<file path="src/rtl/aes_display_pkg.sv">
// Shared constants, types and helpers for the AES hex display path.
package aes_display_pkg;

   localparam int DEF_NUM_DIGITS  = 4;
   localparam int DEF_REFRESH_DIV = 50000;

   typedef logic [DEF_NUM_DIGITS-1:0] digit_sel_t;

   // A single-page configuration still needs a 1-bit page index port.
   function automatic int page_w(input int data_w, input int num_digits);
      int pages;
      pages = data_w / (4 * num_digits);
      return (pages > 1) ? $clog2(pages) : 1;
   endfunction

endpackage

</file>
<file path="src/rtl/aes_hex_scanner_if.sv">
// Load/paging strobes and scanned display outputs of the AES hex scanner.
interface aes_hex_scanner_if
   import aes_display_pkg::*;
#(
   parameter int DATA_W     = 128,
   parameter int NUM_DIGITS = DEF_NUM_DIGITS
);

   localparam int PAGE_W = page_w(DATA_W, NUM_DIGITS);

   logic [DATA_W-1:0]     data_in;
   logic                  data_valid;
   logic                  page_next;
   logic [3:0]            nibble_out;
   logic [NUM_DIGITS-1:0] digit_en;
   logic [PAGE_W-1:0]     page_idx;
   logic                  loaded;

   modport master (
      output data_in, data_valid, page_next,
      input  nibble_out, digit_en, page_idx, loaded
   );

   modport slave (
      input  data_in, data_valid, page_next,
      output nibble_out, digit_en, page_idx, loaded
   );

endinterface

</file>
<file path="src/rtl/aes_refresh_tick.sv">
// Free-running divider: one-cycle tick while the count sits at REFRESH_DIV-1.
module aes_refresh_tick
   import aes_display_pkg::*;
#(
   parameter int REFRESH_DIV = DEF_REFRESH_DIV
) (
   input  logic clk,
   input  logic rst_n,
   output logic tick
);

   localparam int CNT_W = $clog2(REFRESH_DIV);

   logic [CNT_W-1:0] cnt_reg;
   logic [CNT_W-1:0] cnt_next;

   assign tick = (cnt_reg == CNT_W'(REFRESH_DIV - 1));

   always_comb begin
      cnt_next = cnt_reg + 1'b1;
      if (tick) begin
         cnt_next = '0;
      end
   end

   always_ff @(posedge clk or negedge rst_n) begin
      if (!rst_n) begin
         cnt_reg <= '0;
      end else begin
         cnt_reg <= cnt_next;
      end
   end

endmodule

</file>
<file path="src/rtl/aes_hex_scanner.sv">
// Pages a captured 128-bit AES value across a multiplexed bank of hex digits;
// nibble_out feeds the seven-segment converter that sits beside this block.
module aes_hex_scanner
   import aes_display_pkg::*;
#(
   parameter int DATA_W      = 128,
   parameter int NUM_DIGITS  = DEF_NUM_DIGITS,
   parameter int REFRESH_DIV = DEF_REFRESH_DIV
) (
   input  logic             clk,
   input  logic             rst_n,
   aes_hex_scanner_if.slave bus
);

   localparam int PAGES   = DATA_W / (4 * NUM_DIGITS);
   localparam int PAGE_W  = page_w(DATA_W, NUM_DIGITS);
   localparam int DIG_W   = (NUM_DIGITS > 1) ? $clog2(NUM_DIGITS) : 1;
   localparam int NIBBLES = DATA_W / 4;
   localparam int NIB_W   = (NIBBLES > 1) ? $clog2(NIBBLES) : 1;

   logic                  tick;
   logic [DATA_W-1:0]     shadow_reg;
   logic                  loaded_reg;
   logic [PAGE_W-1:0]     page_reg;
   logic [PAGE_W-1:0]     page_sel_next;
   logic [DIG_W-1:0]      digit_reg;
   logic [DIG_W-1:0]      digit_next;
   logic [3:0]            nibble_reg;
   logic [NUM_DIGITS-1:0] digit_en_reg;
   logic [3:0]            nib_arr [NIBBLES];
   logic [NUM_DIGITS-1:0] digit_dec;
   logic [NIB_W-1:0]      nib_idx;

   aes_refresh_tick #(
      .REFRESH_DIV (REFRESH_DIV)
   ) u_refresh_tick (
      .clk   (clk),
      .rst_n (rst_n),
      .tick  (tick)
   );

   genvar gi;
   generate
      for (gi = 0; gi < NIBBLES; gi++) begin : g_nib
         assign nib_arr[gi] = shadow_reg[4*gi +: 4];
      end
      for (gi = 0; gi < NUM_DIGITS; gi++) begin : g_dec
         assign digit_dec[gi] = (digit_reg == DIG_W'(gi));
      end
   endgenerate

   always_comb begin
      digit_next = digit_reg + 1'b1;
      if (digit_reg == DIG_W'(NUM_DIGITS - 1)) begin
         digit_next = '0;
      end
      page_sel_next = page_reg + 1'b1;
      if (page_reg == PAGE_W'(PAGES - 1)) begin
         page_sel_next = '0;
      end
      // Page 0 is the most significant slice of the value.
      nib_idx = NIB_W'((PAGES - 1 - int'(page_reg)) * NUM_DIGITS + int'(digit_reg));
   end

   always_ff @(posedge clk or negedge rst_n) begin
      if (!rst_n) begin
         digit_reg <= '0;
      end else if (tick) begin
         digit_reg <= digit_next;
      end
   end

   // A load outranks a simultaneous page request and always restarts at page 0.
   always_ff @(posedge clk or negedge rst_n) begin
      if (!rst_n) begin
         shadow_reg <= '0;
         loaded_reg <= 1'b0;
         page_reg   <= '0;
      end else if (bus.data_valid) begin
         shadow_reg <= bus.data_in;
         loaded_reg <= 1'b1;
         page_reg   <= '0;
      end else if (bus.page_next) begin
         page_reg   <= page_sel_next;
      end
   end

   // Digit select and nibble share one register stage so they never disagree.
   always_ff @(posedge clk or negedge rst_n) begin
      if (!rst_n) begin
         nibble_reg   <= '0;
         digit_en_reg <= '0;
      end else if (loaded_reg) begin
         nibble_reg   <= nib_arr[nib_idx];
         digit_en_reg <= digit_dec;
      end else begin
         nibble_reg   <= '0;
         digit_en_reg <= '0;
      end
   end

   assign bus.nibble_out = nibble_reg;
   assign bus.digit_en   = digit_en_reg;
   assign bus.page_idx   = page_reg;
   assign bus.loaded     = loaded_reg;

endmodule

</file>
<file path="src/flat_wrapper.sv">
// flat-port wrapper written by rule: the top's interface ports become plain ports
module aes_hex_scanner_flat import aes_display_pkg::*;
#(
   parameter int DATA_W      = 128,
   parameter int NUM_DIGITS  = DEF_NUM_DIGITS,
   parameter int REFRESH_DIV = DEF_REFRESH_DIV
)
  (clk, rst_n, bus_data_in, bus_data_valid, bus_page_next, bus_nibble_out, bus_digit_en, bus_page_idx, bus_loaded);
  aes_hex_scanner_if #(.DATA_W(DATA_W), .NUM_DIGITS(NUM_DIGITS)) bus_i ();
  input  logic clk;
  input  logic rst_n;
  input wire logic [$bits(bus_i.data_in)-1:0] bus_data_in;
  input wire logic [$bits(bus_i.data_valid)-1:0] bus_data_valid;
  input wire logic [$bits(bus_i.page_next)-1:0] bus_page_next;
  output wire logic [$bits(bus_i.nibble_out)-1:0] bus_nibble_out;
  output wire logic [$bits(bus_i.digit_en)-1:0] bus_digit_en;
  output wire logic [$bits(bus_i.page_idx)-1:0] bus_page_idx;
  output wire logic [$bits(bus_i.loaded)-1:0] bus_loaded;
  assign bus_i.data_in = bus_data_in;
  assign bus_i.data_valid = bus_data_valid;
  assign bus_i.page_next = bus_page_next;
  assign bus_nibble_out = bus_i.nibble_out;
  assign bus_digit_en = bus_i.digit_en;
  assign bus_page_idx = bus_i.page_idx;
  assign bus_loaded = bus_i.loaded;
  aes_hex_scanner #(.DATA_W(DATA_W), .NUM_DIGITS(NUM_DIGITS), .REFRESH_DIV(REFRESH_DIV)) u_core (.clk(clk), .rst_n(rst_n), .bus(bus_i));
endmodule
</file>
<file path="config.mk">
export PLATFORM = sky130hd
export DESIGN_NAME = aes_hex_scanner_flat
export DESIGN_NICKNAME = d
export VERILOG_FILES = /design/src/rtl/aes_display_pkg.sv /design/src/rtl/aes_hex_scanner_if.sv /design/src/rtl/aes_refresh_tick.sv /design/src/rtl/aes_hex_scanner.sv /design/src/flat_wrapper.sv
export SDC_FILE = /design/constraint.sdc
export NUM_CORES = 1
export LEC_CHECK = 0
export CORE_MARGIN = 1.5
export CORE_UTILIZATION = 52
export DETAILED_ROUTE_END_ITERATION = 7
export PLACE_DENSITY = 0.9
export SETUP_SLACK_MARGIN = 0.3
export SKIP_CTS_REPAIR_TIMING = 1
export SLEW_MARGIN = 20
export SYNTH_ARGS = -nofsm -noshare
export SYNTH_HDL_FRONTEND = slang
export SYNTH_SLANG_ARGS = --single-unit
</file>
<file path="constraint.sdc">
create_clock -name clk -period 2.4 [get_ports clk]
set_input_delay 0.48 -clock clk [delete_from_list [all_inputs] [get_ports clk]]
set_output_delay 0.48 -clock clk [all_outputs]
set_load 0.05 [all_outputs]
</file>
# Word level (Yosys, flattened, before mapping)
# Cells that the tools add are included.
[totals] ff_bits=158 latchBits=0 ram_bits=0 rom_bits=0 in_bits=132 out_inout_bits=12 elab_cells=31 memories=0
[op_classes] addsub=5 mul=0 div=0 magnitude_cmp=1 eq_ne=5 shift=0 muxes=10 n_bitwise=1 n_reduce_logical=2
[ops] op="$bmux W4 S5" count=1
[ops] op="$add A16 B1 Y16 const B" count=1
[ops] op="$eq A16 B16 Y1 const B" count=1
[ops] op="$mux W16" count=1
[ops] op="$mux W4" count=4
[ops] op="$mux W3" count=3
[ops] op="$ge A6 B6 Y1 const B" count=1
[ops] op="$not A5 Y6" count=1
[ops] op="$add A5 B3 Y5" count=1
[ops] op="$eq A2 B2 Y1 const B" count=2
[ops] op="$add A3 B1 Y3 const B" count=1
[ops] op="$eq A3 B3 Y1 const B" count=1
[ops] op="$sub A3 B3 Y3 const A" count=1
[ops] op="$add A2 B1 Y2 const B" count=1
[ops] op="$eq A2 B1 Y1 const B" count=1
[ops] op="$logic_not A2 Y1" count=1
[ops] op="$mux W2" count=1
[ops] op="$reduce_bool A2 Y1" count=1

# Depth between registers and ports, before layout
[depth] word_depth=7 depth_mapped=8 mapped_depth_nobuf=6

# By module
# A second synthesis with hierarchy kept.
[hier_totals] hier_cells=453 area_unflattened_um2=7135.6
[modules_own_cells] mod="aes_hex_scanner" instances=1 cells_per_inst=386 area_per_inst_um2=6373.6 seq_area_each_um2=3553.4
[modules_own_cells] mod="aes_refresh_tick" instances=1 cells_per_inst=67 area_per_inst_um2=762.0 seq_area_each_um2=400.4

# Worst setup path after synthesis
# Ideal clock, no wire load.
[synth_path] path_kind="reg-to-reg" start="register u_core.page_reg[0] (netlist: u_core.bus.page_idx[0])" end="register u_core.nibble_reg[1] (netlist: u_core.bus.nibble_out[1])" setup_time_ns=0.101 t_arrival_ns=1.793 required_time_ns=2.299 path_slack_ns=0.506 path_stages_with_launch=7 path_buffers=2 period_less_slack_ns=1.894 path_cell_list="dfrtp_1 > buf_4 > buf_2 > nor2_1 > a221oi_1 > o21ai_0 > nor4_1"
[synth_via] elab_chain_cells=7
[synth_lines] item="start, declared" line_no="aes_hex_scanner.sv:24" source="logic [PAGE_W-1:0] page_reg;"
[synth_lines] item="start signal, assigned" line_no="aes_hex_scanner.sv:84" source="page_reg <= page_sel_next;"
[synth_lines] item="$sub A3 B3 Y3" line_no="aes_hex_scanner.sv:62" source="nib_idx = NIB_W'((PAGES - 1 - int'(page_reg)) * NUM_DIGITS + int'(digit_reg));"
[synth_lines] item="$add A5 B3 Y5" line_no="aes_hex_scanner.sv:62"
[synth_lines] item="$not A5 Y6 (implied by the code)" line_no="aes_hex_scanner.sv:94" source="nibble_reg <= nib_arr[nib_idx];"
[synth_lines] item="$bmux W4 S5" line_no="aes_hex_scanner.sv:94"
[synth_lines] item="$mux W4 (implied by the code) (2 in a row)" line_no="aes_hex_scanner.sv:94"
[synth_lines] item="$mux W4" line_no="aes_hex_scanner.sv:93" source="end else if (loaded_reg) begin"
[synth_lines] item="end signal, assigned" line_no="aes_hex_scanner.sv:94"
[synth_lines] item="end, declared" line_no="aes_hex_scanner.sv:28" source="logic [3:0] nibble_reg;"
# No other way between the ends. The select of a mux whose other input is x is not followed.
# A chain may end at the register's enable or synchronous reset.

# Final worst setup path
[layout_path] start="register u_core.digit_en_reg[2] (netlist: u_core.bus.digit_en[2])" end="output port bus_digit_en[2]"
[layout_rtl] item="start, declared" line_no="aes_hex_scanner.sv:29" source="logic [NUM_DIGITS-1:0] digit_en_reg;"
[layout_rtl] item="start signal, assigned" line_no="aes_hex_scanner.sv:95" source="digit_en_reg <= digit_dec;"
[layout_rtl] item="end, declared" line_no="flat_wrapper.sv:16" source="output wire logic [$bits(bus_i.digit_en)-1:0] bus_digit_en;"
# No word-level cell between the ends.

==> impl_results.md <==
- Pwr/cell area: 675 nW/um2
- Crit path max fanout: 1
- Vias in the first global route: 5136
- Sequential cell area: a little under 4000 um2
- Async set-reset flop share out of synthesis: 100%
- Clock transition at path regs: 0.06 ns
- Largest stage delay, worst path: 0.81 ns
- Top-area cell type share of the netlist area: 55.3%
- Status: finished, violations left
- Total GRT Usage: around 24%
- Slew Limit Fails: 0
- Synth area leaders: dfrtp_1 (55%), mux2_2 (22%), mux4_2 (3.8%), mux4_1 (2.9%), mux2i_1 (2.1%)
- Max Freq: ~480 MHz
- Minimum clock period: 2.07 ns
- Area of the multi-input gates: around 3000 um2
- TritonCTS clock tree: yes
- Critical path's slowest cell: clkdlybuf4s50_1
- CP startpoint: u_core.bus.digit_en[2]
- Critical-path cell list: clkdlybuf4s50_1
- Worst R2R Start: u_core.digit_reg[0]
- Synthesized area: between 7000 and 8000 um2
- Required @ worst endpoint: 1.92 ns
- Signal arrival time at the worst endpoint: 1.59 ns
- # IOs: around 140
- Final setup viols: 0
- Total negative slack: 0 ns
- DR vias/cell: 5.67
- Final clock skew: around 0.0092 ns
- Top Family by Delay on Critical Path: buffers and inverters
- Starting Density: about 54%
- Vias: ~4700
- Max reg flops: 128
- Chip width: roughly 120 um
- Sequential area share after synthesis: roughly 55%
- Worst vdd ir: approximately 0.52 mV
- Actual slew at the worst max-slew pin: 0.652 ns
- Synthesis-to-finish area growth: 30.8%
- Syn Area/Cell: 14.8 um2
- Max Cap Viol: 0
- I/O Buffers: about 140
- Syn Inst Count: about 490
- Hold crit path type: primary input to async pin
- Endpoints failing hold: 3
- Failing checks: hold timing
- Die Y: between 100 and 150 um
- Post-DP HPWL: about 12000 um
- Clk Latency, worst-skew pair: 0.42 ns
- Clock Tree Buf Depth: 2
- Worst setup EP type: output pin
- Clk root buf: clkbuf_16
- Post-synth EDFFs: 0
- Clock sinks: 158
- DR iter-0 viols: 349
- Tcrit/Tclk final: 86.2%
- Drt total wl: 16500 um
- First-pass GRT wire length: around 27000 um
- Initial antenna violation count: 0
- H-tree depth: 4
- Drt wl/cell: 20.0 um
- Most frequent cells after synthesis: dfrtp_1 (158), mux2_2 (140), nor2_1 (19)
- Startpoint types: flop
- Largest net degree at the start of global routing: 63
- Core Footprint: ~13000 um2
- Layout Nets: 776
- Ys flop type: dfrtp_1
- Final hold slack: -0.000543 ns
- ANT cells: 0
- Synth cell types: 39
- Die area: 14500 um2
- Register bit total from synthesis: 158
- CTS buffer count: 17
- RSZ-0062 raised after global routing: false
- Cell taking the most area after synthesis: dfrtp_1
- Crit path buffers/inverters: 1
- Ys Warns: 0
- Global route overflow: 0
- Share of post-route cells with drive strength above 1: 32.4%
- Fin util: between 70% and 80%
- Synthesized net count: around 620
- Crit path kind: flop to output pin
- RD Place Congestion: about 0.83
- Post-DRT Antenna Nets: 0
- Most instantiated library cell after synthesis: dfrtp_1
- Fill cell total of the finished layout: 872
- # rows: 42
- DRC Markers: 0
- LEAKAGE: 3.84 nW
- Slew HR: between 50% and 60%
- Detailed Routing Iterations Pass 1: 4
==> final timing paths <==
path                       slack, ns  depth (start not counted)                          endpoint
max in group asynchronous       1.70                          2  u_core.u_refresh_tick.cnt_reg[9]
min                          -0.0005                          1             u_core.shadow_reg[49]
max reg2reg                     0.37                          5          u_core.bus.nibble_out[1]
min reg2reg                     0.50                          1  u_core.u_refresh_tick.cnt_reg[7]
min in group clk                0.50                          1  u_core.u_refresh_tick.cnt_reg[7]
max                             0.33                          1                   bus_digit_en[2]
==> metal layers <==
| metal | track usage, % | vias to the layer above | share of wire, % |
|---|---|---|---|
| met5 | 0 | - | 0 |
| met4 | 7.87 | 0 | 1.7 |
| met3 | 6.18 | 21 | 5.9 |
| met2 | 41.2 | 171 | 51 |
| met1 | 31.3 | 2392 | 41 |
| li1 | - | 2084 | - |
==> where the power goes <==
group / internal, W / leakage (nW) / switching (W)
sequential: 0.00290 / 1.88 / 0.000155
clock: 0.00138 / 0.261 / 0.000989
combinational: 0.000549 / 1.70 / 0.000344
==> placed cells by master, fill, tap and decap left out, types with 2 or more instances in the layout <==
master / Yosys / routed
a211oi_1: 3 / 3
a221oi_1: 6 / 6
a31o_2: 2 / 2
and2_1: 6 / 6
and4_1: 2 / 2
buf_12: 3 / 7
buf_4: 2 / 13
buf_6: 2 / 2
clkbuf_1: 10 / 2
clkbuf_16: 0 / 17
clkbuf_8: 0 / 3
clkdlybuf4s50_1: 0 / 135
clkinv_2: 0 / 7
dfrtp_1: 158 / 157
dlymetal6s2s_1: 0 / 3
ha_1: 7 / 7
inv_1: 4 / 4
mux2_2: 140 / 140
mux2i_1: 15 / 15
mux4_1: 8 / 8
mux4_2: 12 / 12
nand2_1: 15 / 15
nand2b_1: 3 / 3
nand3_1: 6 / 6
nand4_1: 3 / 3
nor2_1: 19 / 19
nor2b_1: 3 / 3
nor3_1: 4 / 4
nor4_1: 3 / 3
o21ai_0: 5 / 5
o22ai_1: 8 / 8
or2_2: 2 / 2
or4b_1: 2 / 2
xnor2_1: 8 / 8
xor2_1: 6 / 6
==> per-stage QoR <==
| step | cell area, um2 | hold WS (ns) | instances | total power [W] | setup WS (ns) |
|---|---|---|---|---|---|
| after detailed placement | 8780 | 0.453 | 788 | 0.00399 | 0.305 |
| after global placement | 8780 | 0.445 | 788 | 0.00395 | 0.374 |
| after floorplan | 7150 | 0.184 | 485 | 0.00352 | 0.506 |
| after global routing | 9360 | 0.0212 | 824 | 0.00658 | 0.300 |
| final | 9360 | -0.000543 | 824 | 0.00631 | 0.330 |
| after CTS | 9300 | 0.00772 | 818 | 0.00636 | 0.113 |
==> final cells by class <==
cell class	count	share of cell area [%]
Timing Repair Buffer	160	17.6
Sequential cell	158	42.3
Clock buffer	22	5.07
Inverter	4	0.160
Multi-Input combinational cell	296	32.1
Clock inverter	8	0.455
Tap cell	176	2.35
==> cell families (layout without fill, tap and decap cells) <==
family / count (synthesis) / in the layout / synth area share (%)
fa+ha+maj: 7 / 7 / 1.22
compound gates: 28 / 28 / 2.92
buf+inv: 31 / 194 / 2.80
simple gates: 72 / 72 / 5.23
flops: 158 / 158 / 55.3
mux: 175 / 175 / 30.8
xor+xnor: 14 / 14 / 1.71
No activity file was read; power rests on OpenSTA's default activity.
